[src/rtl/uart_tx_cfg.sv]
// UART transmitter with per-frame data width, parity and stop-bit configuration.
// A word is accepted on tx_valid & tx_ready, and its config is latched with it for the whole frame.
//
// state    | meaning
// S_IDLE   | line high, ready for a word
// S_START  | start bit (low)
// S_DATA   | data bits, LSB first
// S_PARITY | parity bit (only if enabled)
// S_STOP   | one or two stop bits (high)
module uart_tx_cfg #(
  parameter int DATA_BITS_MAX = 9,
  parameter int OVERSAMPLE    = 16
) (
  input  logic                     clk,
  input  logic                     arst_n,
  input  logic                     tick,
  input  logic [DATA_BITS_MAX-1:0] tx_data,
  input  logic                     tx_valid,
  output logic                     tx_ready,
  input  logic [3:0]               cfg_data_bits,
  input  logic [1:0]               cfg_parity,
  input  logic                     cfg_stop2,
  output logic                     tx,
  output logic                     tx_done
);

  localparam int CW = (OVERSAMPLE > 2) ? $clog2(OVERSAMPLE) : 1;
  localparam logic [CW-1:0] TC_LOAD = CW'(OVERSAMPLE - 1);

  typedef enum logic [2:0] {
    S_IDLE   = 3'd0,
    S_START  = 3'd1,
    S_DATA   = 3'd2,
    S_PARITY = 3'd3,
    S_STOP   = 3'd4
  } state_t;

  state_t                   state, state_nxt;
  logic [CW-1:0]            tick_cnt, tick_cnt_nxt;
  logic [3:0]               bits_left, bits_left_nxt;
  logic [DATA_BITS_MAX-1:0] shift_reg, shift_nxt;
  logic                     par_en, par_en_nxt;
  logic                     par_bit, par_bit_nxt;
  logic                     stop2, stop2_nxt;
  logic                     stop_left, stop_left_nxt;
  logic                     tx_nxt, done_nxt;
  logic [3:0]               n_clamped;
  logic [DATA_BITS_MAX-1:0] data_mask;
  logic                     bit_end;

  always_comb begin
    n_clamped = cfg_data_bits;
    if (cfg_data_bits < 4'd5)
      n_clamped = 4'd5;
    else if (cfg_data_bits > 4'(DATA_BITS_MAX))
      n_clamped = 4'(DATA_BITS_MAX);
    data_mask = '0;
    for (int i = 0; i < DATA_BITS_MAX; i++)
      data_mask[i] = (i < int'(n_clamped));
  end

  // Bit timer is a down-counter; a bit ends on the tick that finds it at zero.
  assign bit_end  = tick && (tick_cnt == '0);
  assign tx_ready = (state == S_IDLE);

  always_ff @(posedge clk or negedge arst_n) begin
    if (!arst_n) begin
      state     <= S_IDLE;
      tick_cnt  <= '0;
      bits_left <= '0;
      shift_reg <= '0;
      par_en    <= 1'b0;
      par_bit   <= 1'b0;
      stop2     <= 1'b0;
      stop_left <= 1'b0;
      tx        <= 1'b1;
      tx_done   <= 1'b0;
    end else begin
      state     <= state_nxt;
      tick_cnt  <= tick_cnt_nxt;
      bits_left <= bits_left_nxt;
      shift_reg <= shift_nxt;
      par_en    <= par_en_nxt;
      par_bit   <= par_bit_nxt;
      stop2     <= stop2_nxt;
      stop_left <= stop_left_nxt;
      tx        <= tx_nxt;
      tx_done   <= done_nxt;
    end
  end

  always_comb begin
    state_nxt     = state;
    tick_cnt_nxt  = tick_cnt;
    bits_left_nxt = bits_left;
    shift_nxt     = shift_reg;
    par_en_nxt    = par_en;
    par_bit_nxt   = par_bit;
    stop2_nxt     = stop2;
    stop_left_nxt = stop_left;
    tx_nxt        = 1'b1;
    done_nxt      = 1'b0;

    if (state != S_IDLE && tick)
      tick_cnt_nxt = bit_end ? TC_LOAD : tick_cnt - CW'(1);

    case (state)
      S_IDLE: begin
        if (tx_valid) begin
          shift_nxt     = tx_data;
          bits_left_nxt = n_clamped - 4'd1;
          par_en_nxt    = (cfg_parity == 2'b01) || (cfg_parity == 2'b10);
          par_bit_nxt   = (^(tx_data & data_mask)) ^ (cfg_parity == 2'b10);
          stop2_nxt     = cfg_stop2;
          stop_left_nxt = 1'b0;
          tick_cnt_nxt  = TC_LOAD;
          state_nxt     = S_START;
          tx_nxt        = 1'b0;
        end
      end
      S_START: begin
        tx_nxt = 1'b0;
        if (bit_end) begin
          state_nxt = S_DATA;
          tx_nxt    = shift_reg[0];
        end
      end
      S_DATA: begin
        tx_nxt = shift_reg[0];
        if (bit_end) begin
          if (bits_left == 4'd0) begin
            if (par_en) begin
              state_nxt = S_PARITY;
              tx_nxt    = par_bit;
            end else begin
              state_nxt     = S_STOP;
              tx_nxt        = 1'b1;
              stop_left_nxt = stop2;
            end
          end else begin
            shift_nxt     = shift_reg >> 1;
            bits_left_nxt = bits_left - 4'd1;
            tx_nxt        = shift_reg[1];
          end
        end
      end
      S_PARITY: begin
        tx_nxt = par_bit;
        if (bit_end) begin
          state_nxt     = S_STOP;
          tx_nxt        = 1'b1;
          stop_left_nxt = stop2;
        end
      end
      S_STOP: begin
        if (bit_end) begin
          if (stop_left) begin
            stop_left_nxt = 1'b0;
          end else begin
            state_nxt = S_IDLE;
            done_nxt  = 1'b1;
          end
        end
      end
      default: state_nxt = S_IDLE;
    endcase
  end

endmodule

[config.mk]
export PLATFORM = sky130hd
export DESIGN_NAME = uart_tx_cfg
export DESIGN_NICKNAME = d
export VERILOG_FILES = /design/src/rtl/uart_tx_cfg.sv
export SDC_FILE = /design/constraint.sdc
export NUM_CORES = 1
export LEC_CHECK = 0
export CORE_UTILIZATION = 57
export DETAILED_ROUTE_END_ITERATION = 10
export PLACE_DENSITY = 0.83
export RECOVER_POWER = 100
export REMOVE_ABC_BUFFERS = 1
export SLEW_MARGIN = 15
export SYNTH_ARGS = -nofsm -noshare
export SYNTH_HDL_FRONTEND = slang
export SYNTH_SLANG_ARGS = --single-unit
[constraint.sdc]
create_clock -name clk -period 5.5 [get_ports clk]
set_input_delay 1.1 -clock clk [delete_from_list [all_inputs] [get_ports clk]]
set_output_delay 1.1 -clock clk [all_outputs]
set_load 0.1 [all_outputs]
==> metrics.md <==
| Metric | Value |
|---|---|
| Status | `finished with violations` |
| Failing checks | `max-capacitance violations, max-slew violations` |
| Via-to-Cell Ratio | `around 6.1` |
| Filler cells | `between 150 and 200` |
| P&R area growth vs syn | `15.7%` |
| Critical path class | `input pin to flip-flop` |
| Area post-placement | `1850 sq um` |
| Setup violations, final | `0` |
| Synth Area in Adders | `3.86%` |
| Largest register FFs | `9` |
| Compound-Gate Fraction of Synth Area | `a little under a fifth` |
| Site row count | `18` |
| R2R Setup Slk | `2050 ps` |
| Post-CTS Setup Bufs | `0` |
| Ys async rst share | `100%` |
| CP arrival | `4460 ps` |
| Antenna violations before repair | `0` |
| Wirelength, routed | `between 3000 and 4000 microns` |
| Critical path required time | `~5800 ps` |
| Max Fclk | `approximately 0.24 GHz` |
| CTS tree | `built` |
| Post-synth EDFFs | `0` |
| Antenna diodes | `0` |
| Period utilization | `about three quarters` |
| Total gr overflow | `0` |
| Register Area | `652 sq um` |
| Worst-Margin Slew | `between 1500 and 2000 ps` |
| Hpwl dp | `roughly 2500 microns` |
| Most frequent cell after synthesis | `dfrtp_1` |
| Routability cong. | `around 0.78` |
| CP Capture Type | `flip-flop` |
| Post-cts hold buffer count | `0` |
| H-tree levels | `1` |
| Initial Util | `a little over three fifths` |
| Relative slew slack | `-26.5%` |
| Slew Viols, Final | `22` |
| Post-synth design cell area | `~1600 sq um` |
| Top_reg_cell synth | `dfrtp_1` |
| Setup TNS | `0 ps` |
| Largest cells by area after synthesis | `dfrtp_1 (39%), mux2i_1 (6.8%), nor2_1 (5.3%)` |
| IO Pins | `23` |
| PwrDens | `between 300 and 400 nW/um^2` |
| Clock latency on the worst-skew pair | `~340 ps` |
| Vias in the first global route | `1325` |
| Crit-path cells | `dlygate4sd3_1 > nand4bb_1 > o31a_1 > nor3_1 > o21ai_0 > o21ai_0` |
| Min Tclk post-route | `approximately 4200 ps` |
| GR Util All Layers | `between 20 and 25%` |
| Synth Area in XOR/XNOR | `under 10%` |
| Slowest cell on the critical path | `nor3_1` |
| Resize count post-CTS | `0` |
| Synth Area in Simple Gates | `approximately a fifth` |
| Longest Clk Path Bufs | `2` |
| Synth cell types | `45` |
| Yosys reg bits | `26` |
| Leak | `between 0.7 and 0.8 nW` |
| RSZ-0062 raised after global routing | `false` |
| Layout Utilization | `72.5%` |
| Cell taking the most area after synthesis | `dfrtp_1` |
| Crit-path max cell delay | `around 1400 ps` |
| Crit-path max FO | `21` |
| DR WL/cell | `15.0 microns` |
| # DRC | `0` |
| Maximum Capacitance Violations | `1` |
| Mux cell area share after synthesis | `around 8.2%` |
| DRT iter0 DRCs | `58` |
| Fin cells | `around 230` |
| Clk_skew | `~6.7 ps` |
| Final Cell Area | `approximately 1900 sq um` |
| Nets | `roughly 230` |
| Most frequent CP cell | `o21ai_0` |
| Layout cells sized above 1 | `roughly 4.5%` |
| Mapped Cells | `180` |
| Vias | `approximately 1400` |
| VDD IR max | `between 0.2 and 0.25 mV` |
| Mean post-synth cell area | `roughly 9 sq um` |
| Synth top area share | `38.6%` |
| Crit path launch type | `input pin` |
| Routed Antenna Nets | `0` |
| Most frequent cells after synthesis | `dfrtp_1 (25), nor2_1 (23), a21oi_1 (14)` |
| DRT Pass-1 Iters | `4` |
| Share of the yosys chip area belonging to registers | `between 40% and 50%` |
| Largest family of logic cells by synthesized area | `simple AND/OR/NAND/NOR gates` |
| Root Driver | `clkbuf_4` |
| Global-route wire length before repair | `5940 microns` |
| CTS Sinks | `26` |
| Die ar. | `3060 sq um` |
| Core footprint | `about 2600 sq um` |
| Synthesis warning total | `0` |
| DIE WIDTH | `around 55 microns` |
| Final Hold Fails | `0` |
| Largest net degree at the start of global routing | `27` |
| Placed insts | `about 230` |
| Die Span Y | `between 50 and 60 microns` |
| Footprint of the multi-input gates | `886 sq um` |
| Tightest Hold Check Type | `flip-flop to flip-flop` |
| Port Buf Inserts | `22` |
| Clock slew at reported path FFs | `150 ps` |
| Num CTS Buffers | `3` |
==> worst max-delay path, delay by kind of cell <==
kind            cells  cell delay (ps)
compound gates      3              910
buf+inv             1              690
simple gates        2             1760
==> through the flow <==
step / hold slack [ps] / power, W / worst slack [ps]
finish: 499 / 0.000682 / 1300
global route: 508 / 0.000727 / 941
CTS: 487 / 0.000686 / 1700
detailed placement: 467 / 0.000588 / 1730
global placement: 464 / 0.000565 / 1890
floorplan: 427 / 0.000503 / 2790
==> layout by cell type (no fill, tap or decap), types with 4 or more instances in the layout <==
cell | netlist | routed
mux2i_1 | 11 | 11
ha_1 | 5 | 5
nand2_1 | 13 | 13
a31oi_1 | 5 | 5
clkdlybuf4s50_1 | 0 | 15
dlygate4sd3_1 | 0 | 7
nand2b_1 | 4 | 4
a21oi_1 | 14 | 15
inv_1 | 10 | 10
o21ai_0 | 12 | 13
or3_1 | 3 | 4
xnor2_1 | 4 | 4
nor2_1 | 23 | 23
dfrtp_1 | 25 | 25
==> worst paths after layout <==
check,depth (start not counted),start,endpoint
worst max-delay path,6,tick,bits_left[0]$_DFFE_PN0P_
worst min-delay path,1,stop_left$_DFFE_PN0P_,tx_done$_DFF_PN0_
worst max register to register,7,tick_cnt[0]$_DFF_PN0_,bits_left[0]$_DFFE_PN0P_
worst min register to register,1,stop_left$_DFFE_PN0P_,tx_done$_DFF_PN0_
max in group asynchronous,2,arst_n,shift_reg[4]$_DFFE_PN0P_
min in group asynchronous,2,arst_n,tick_cnt[1]$_DFF_PN0_
==> power breakdown <==
part / leakage [nW] / internal (W) / switching, W / total [W]
clock network: 0.0210 / 0.0000407 / 0.0000615 / 0.000102
logic: 0.458 / 0.000109 / 0.000141 / 0.000251
registers: 0.305 / 0.000266 / 0.0000632 / 0.000329
==> layer usage <==
| layer | up-vias | track usage [%] | part of all wire (%) |
|---|---|---|---|
| met4 | 0 | 9.64 | 2.2 |
| met1 | 674 | 33.7 | 45 |
| li1 | 672 | - | - |
| met3 | 9 | 3.04 | 4.8 |
| met2 | 46 | 38.7 | 48 |
| met5 | - | 0 | 0 |
==> cells by family after synthesis <==
kind of cell / count (synthesis)
xor gates and xnor gates: 7
adders and majority gates: 5
AOI/OAI and AO/OA: 49
muxes: 13
and+or+nand+nor: 61
DFF: 26
buffers and inverters: 19
==> final cells by class <==
type / count / area share, %
Tap cell: 30 / 2.00
Inverter: 11 / 2.20
Timing Repair Buffer: 23 / 11.9
Multi-Input combinational cell: 135 / 47.2
Clock buffer: 4 / 1.93
Sequential cell: 26 / 34.7
Power figures use the tool's default switching activity.
